[src/rtl/placar_pkg.sv]
// Shared definitions for the scoreboard accumulator: per-channel FSM encoding
// and the latched operation record.
package placar_pkg;
    typedef enum logic [1:0] {
        S_INIT    = 2'b00,
        S_IDLE    = 2'b01,
        S_APPLY   = 2'b10,
        S_RELEASE = 2'b11
    } state_t;

    localparam logic OP_ADD = 1'b0;
    localparam logic OP_SUB = 1'b1;

    typedef struct packed {
        logic       mode;
        logic [1:0] val;
    } op_t;
endpackage

[src/rtl/placar_canal.sv]
// One score channel: press-once FSM, operation latch and saturating add/sub
// clipped to [0, MAX_SCORE].
module placar_canal
    import placar_pkg::*;
#(
    parameter int W         = 8,
    parameter int MAX_SCORE = 199
) (
    input  logic         clk,
    input  logic         rst,
    input  logic         btn_n,
    input  logic [1:0]   value,
    input  logic         sub,
    input  logic         clr,
    output logic [W-1:0] tot,
    output logic         sat,
    output logic         busy
);
    localparam logic [W:0] MAX_EXT = (W+1)'(MAX_SCORE);

    state_t       state_q, state_d;
    logic [W-1:0] tot_q, tot_d;
    logic         sat_q, sat_d;
    op_t          op_q, op_d;
    logic [W:0]   res;

    // Returns {clipped, new_score}; arithmetic is one bit wider than the score.
    function automatic logic [W:0] sat_apply(input logic [W-1:0] cur, input op_t op);
        logic [W:0] ext_cur;
        logic [W:0] ext_v;
        logic [W:0] sum;
        ext_cur = {1'b0, cur};
        ext_v   = {{(W-1){1'b0}}, op.val};
        sum     = ext_cur + ext_v;
        if (op.mode == OP_ADD) begin
            if (sum > MAX_EXT) return {1'b1, MAX_EXT[W-1:0]};
            return {1'b0, sum[W-1:0]};
        end
        if (ext_v > ext_cur) return {1'b1, {W{1'b0}}};
        return {1'b0, cur - W'(op.val)};
    endfunction

    always_ff @(posedge clk or posedge rst) begin
        if (rst) begin
            state_q <= S_INIT;
            tot_q   <= '0;
            sat_q   <= 1'b0;
        end else begin
            state_q <= state_d;
            tot_q   <= tot_d;
            sat_q   <= sat_d;
        end
    end

    // The op latch only matters after an S_IDLE press, so it needs no reset.
    always_ff @(posedge clk) begin
        op_q <= op_d;
    end

    always_comb begin
        state_d = state_q;
        tot_d   = tot_q;
        sat_d   = 1'b0;
        op_d    = op_q;
        res     = sat_apply(tot_q, op_q);
        if (clr) begin
            state_d = S_INIT;
            tot_d   = '0;
        end else begin
            case (state_q)
                S_INIT: begin
                    tot_d   = '0;
                    state_d = S_IDLE;
                end
                S_IDLE: begin
                    if (!btn_n) begin
                        state_d = S_APPLY;
                        op_d    = {sub, value};
                    end
                end
                S_APPLY: begin
                    tot_d   = res[W-1:0];
                    sat_d   = res[W];
                    state_d = S_RELEASE;
                end
                S_RELEASE: begin
                    if (btn_n) state_d = S_IDLE;
                end
                default: state_d = S_INIT;
            endcase
        end
    end

    always_comb begin
        tot  = tot_q;
        sat  = sat_q;
        busy = (state_q == S_APPLY) || (state_q == S_RELEASE);
    end
endmodule

[src/rtl/placar_acumulador_multicanal.sv]
// N-channel scoreboard accumulator: independent placar_canal instances with
// per-channel slices of the packed input/output vectors.
module placar_acumulador_multicanal
    import placar_pkg::*;
#(
    parameter int N_CH      = 2,
    parameter int W         = 8,
    parameter int MAX_SCORE = 199
) (
    input  logic              clk,
    input  logic              rst,
    input  logic [N_CH-1:0]   btn_n,
    input  logic [2*N_CH-1:0] value,
    input  logic [N_CH-1:0]   sub,
    input  logic              clr,
    output logic [W*N_CH-1:0] tot,
    output logic [N_CH-1:0]   sat,
    output logic [N_CH-1:0]   busy
);
    if (MAX_SCORE > (2**W) - 1) begin : g_bad_max
        $error("MAX_SCORE does not fit in W bits");
    end

    for (genvar i = 0; i < N_CH; i++) begin : g_ch
        placar_canal #(
            .W        (W),
            .MAX_SCORE(MAX_SCORE)
        ) u_canal (
            .clk  (clk),
            .rst  (rst),
            .btn_n(btn_n[i]),
            .value(value[2*i +: 2]),
            .sub  (sub[i]),
            .clr  (clr),
            .tot  (tot[W*i +: W]),
            .sat  (sat[i]),
            .busy (busy[i])
        );
    end
endmodule
[config.mk]
export PLATFORM = sky130hd
export DESIGN_NAME = placar_acumulador_multicanal
export DESIGN_NICKNAME = d
export VERILOG_FILES = /design/src/rtl/placar_pkg.sv /design/src/rtl/placar_canal.sv /design/src/rtl/placar_acumulador_multicanal.sv
export SDC_FILE = /design/constraint.sdc
export NUM_CORES = 1
export LEC_CHECK = 0
export CORE_ASPECT_RATIO = 0.9
export CORE_MARGIN = 2
export CORE_UTILIZATION = 55
export DETAILED_ROUTE_END_ITERATION = 10
export GPL_ROUTABILITY_DRIVEN = 0
export GPL_TIMING_DRIVEN = 1
export PLACE_DENSITY_LB_ADDON = 0.08
export SETUP_SLACK_MARGIN = 0.02
export SLEW_MARGIN = 20
export SYNTH_ARGS = -nofsm -noshare
export SYNTH_HDL_FRONTEND = slang
export SYNTH_HIERARCHICAL = 1
export SYNTH_SLANG_ARGS = --single-unit
export TNS_END_PERCENT = 10
[constraint.sdc]
create_clock -name clk -period 3.52 [get_ports clk]
set_input_delay 0.704 -clock clk [delete_from_list [all_inputs] [get_ports clk]]
set_output_delay 0.704 -clock clk [all_outputs]
set_load 0.02 [all_outputs]
==> out/qor.csv <==
metric,value,unit
Reg-to-Reg Start,g_ch[0].u_canal/tot[0],
skew final,0.00386,ns
die width,71.0,um
fin util,67.5,%
syn_nets,270,
max incr delay on CP,0.58,ns
Lkg Pwr,1.07,nW
total gr overflow,0,
Clock Tree Buf Depth,2,
DRT antenna net count,0,
Worst path slowest cell,o41ai_4,
placed cells,307,
first-pass GRT wire length,8940,um
vias in the first global route,1856,
HPWL Detailed,3870,um
status,completed,
period utilization,84.1,%
Top-Level Pins,31,
Avg Inst Size Synth,9.23,sq um
pwr/cell area,362,nW/um^2
Initial Util,58.4,%
Setup WS post-layout,0.561,ns
Die Height,64.3,um
startpoint type of the worst setup path,flip-flop,
1st-iter DRT viols,284,
Synth area leader,dfrtp_1,
DR vias,1970,
Crit. End Element,flip-flop,
fraction of layout cells with a size suffix above 1,5.66,%
"FFs w/ async S/R, synth",78.6,%
worst setup path end,g_ch[0].u_canal/tot[3],
Ys Warns,6,
critical path's top delay family,compound AO/OA/AOI/OAI gates,
Hold Crit Class,reg2reg,
Mapped Area,2220,sq um
CTS resizes,0,
Final Setup Violations,0,
R2R Path End,g_ch[0].u_canal/tot[3],
gr usage total,24.5,%
CTS buffer count,3,
setup TNS,0,ns
VDD IR-drop max,0.000270,V
Cells after Synth,241,
Tightest Pin Transition,0.823,ns
WS Path Type,reg2reg,
Core ar.,3810,sq um
CTS Root Cell,clkbuf_8,
FF-to-FF path depth,8,
synth top area cells,"dfrtp_1 (25%), edfxtp_1 (8.1%), ha_1 (7.9%)",
wire per inst,16.4,um
WP buf/inv,0,
post-CTS repair timing setup buffer count,0,
H-tree levels,1,
clk slew on worst S/H paths,0.09,ns
vias per cell,6.33,
Period minus WS final,2.96,ns
ant diodes,0,
crit path launch,g_ch[0].u_canal/tot[0],
WP depth,8,
worst-path cell chain,ha_1 -> fa_1 -> or3_1 -> a221oi_2 -> a2111oi_1 -> o41ai_4 -> nand3_1 -> a31oi_1,
Final Non-Filler Cells,311,
Max transition margin,44.4,%
RSZ-0062 raised after global routing,false,
hold path depth,2,
highest clock rate,338,MHz
port buffer count,30,
"Hold Violations, Final",0,
hold-fix buffers at CTS,0,
initial antenna violation count,0,
ys flop type,dfrtp_1,
CP required,3.72,ns
#FFs+latches synth,28,
Final nets,295,
CTS sink cnt,28,
row cnt,21,
WP data arrival,3.16,ns
# fillers,320,
"EDFF count, synth",6,
largest net degree at the start of global routing,16,
final wirelength,5110,um
pins over their slew limit,0,
Yosys cell types,63,
area delta synth->final,15.6,%
Worst-Skew Late Latency,0.28,ns
DIE AREA,4570,sq um
CP max FO,8,
sequential-to-total area share from yosys stat,32.9,%
Setup Slack @ Placement,0.628,ns
"reg-to-reg slack, setup",0.56,ns
share of the synthesized area in the top cell type,24.8,%
DRT Pass-1 Iters,4,
number of remaining DRC errors,0,
max cap viols,0,
CTS tree,done,
[layer usage]
layer  up-vias  track usage, %  wire, um
met5         -               0         0
met4         0            4.25        25
met3         5            5.05       437
met2        86            36.4      2210
met1       928            37.2      2440
li1        951               -         -
[report_power, final]
group / total [W] / switching [W] / internal, W
clock: 0.000178 / 0.0000997 / 0.0000785
sequential: 0.000427 / 0.0000632 / 0.000364
combinational: 0.000325 / 0.000177 / 0.000148
[logic make-up (layout without fill, tap and decap cells)]
kind of cell | count (synthesis) | after routing | share of synthesized area [%]
DFF | 28 | 28 | 32.9
AOI/OAI and AO/OA | 79 | 79 | 26.1
and+or+nand+nor | 83 | 83 | 22.1
xor gates and xnor gates | 2 | 2 | 0.788
muxes | 2 | 2 | 0.900
buffers and inverters | 29 | 53 | 5.85
adders and majority gates | 18 | 18 | 11.5
[state kept, by name (all words and copies together), names as in the netlist]
register	cells
g_ch.u_canal/tot	16
g_ch.u_canal/op_q	6
g_ch.u_canal/sat	2
g_ch.u_canal/state_q	4
[Yosys cell counts, types with 4 or more instances]
cell type  instances
dfrtp_1           22
inv_1             16
nor2_1            16
nand2_1           15
a21oi_1           14
ha_1              14
o21ai_1            9
o21ai_0            8
a31oi_1            7
nand2b_1           7
edfxtp_1           6
a211oi_1           5
a21o_1             5
and4_1             5
buf_2              5
nor3_1             5
and2_1             4
clkbuf_1           4
fa_1               4
nand3_1            4
nor3b_1            4
[worst reg2reg max path: cells and delay by family, from the launching register on]
kind / cells / cell delay (ns)
and+or+nand+nor: 2 / 0.52
adders and majority gates: 2 / 0.73
AOI/OAI and AO/OA: 4 / 1.22
DFF: 1 / 0.41
[worst min-delay path by stage]
stage / from / to / slack, ns
3_5_place_dp: g_ch[0].u_canal/state_q[1] / g_ch[0].u_canal/state_q[1] / 0.62
4_1_cts: g_ch[0].u_canal/state_q[1] / g_ch[0].u_canal/state_q[1] / 0.64
3_3_place_gp: g_ch[1].u_canal/state_q[1] / g_ch[1].u_canal/state_q[1] / 0.60
6_report: g_ch[1].u_canal/tot[0] / g_ch[1].u_canal/tot[0] / 0.63
2_1_floorplan: rst / g_ch[0].u_canal/sat / 0.56
5_1_grt: g_ch[0].u_canal/state_q[1] / g_ch[0].u_canal/state_q[1] / 0.66
[metrics by stage]
stage / total power [W] / hold slack (ns) / instance area, sq um
finish: 0.000930 / 0.628 / 2570
global route: 0.000999 / 0.663 / 2570
CTS: 0.000930 / 0.638 / 2570
detailed placement: 0.000752 / 0.616 / 2530
global placement: 0.000738 / 0.600 / 2530
floorplan: 0.000626 / 0.556 / 2220
[layout make-up]
type	instances	area (sq um)	share of cell area, %
multi-input combinational	184	1360	53.0
timing repair buffer	31	308	12.0
clock buffer	3	41.3	1.61
inverter	18	67.6	2.63
sequential	28	731	28.4
clock inverter	1	3.75	0.146
tap	46	57.6	2.24
[placed cells by master, fill, tap and decap left out, types with 3 or more instances in the layout]
cell / instances
nand2_1: 15
and4_1: 5
o21ai_0: 8
nand3_1: 4
a21o_1: 5
o21a_1: 3
clkbuf_8: 3
a21oi_1: 14
clkdlybuf4s50_1: 30
ha_1: 14
nor2_1: 16
fa_1: 4
and2_1: 4
dfrtp_1: 22
a211oi_1: 5
nand2b_1: 7
edfxtp_1: 6
inv_1: 16
nor3b_1: 4
a31oi_1: 7
o221ai_1: 3
nor3_1: 5
nor4b_1: 3
o21ai_1: 9
Note: power is estimated with default switching activity, not from simulation.
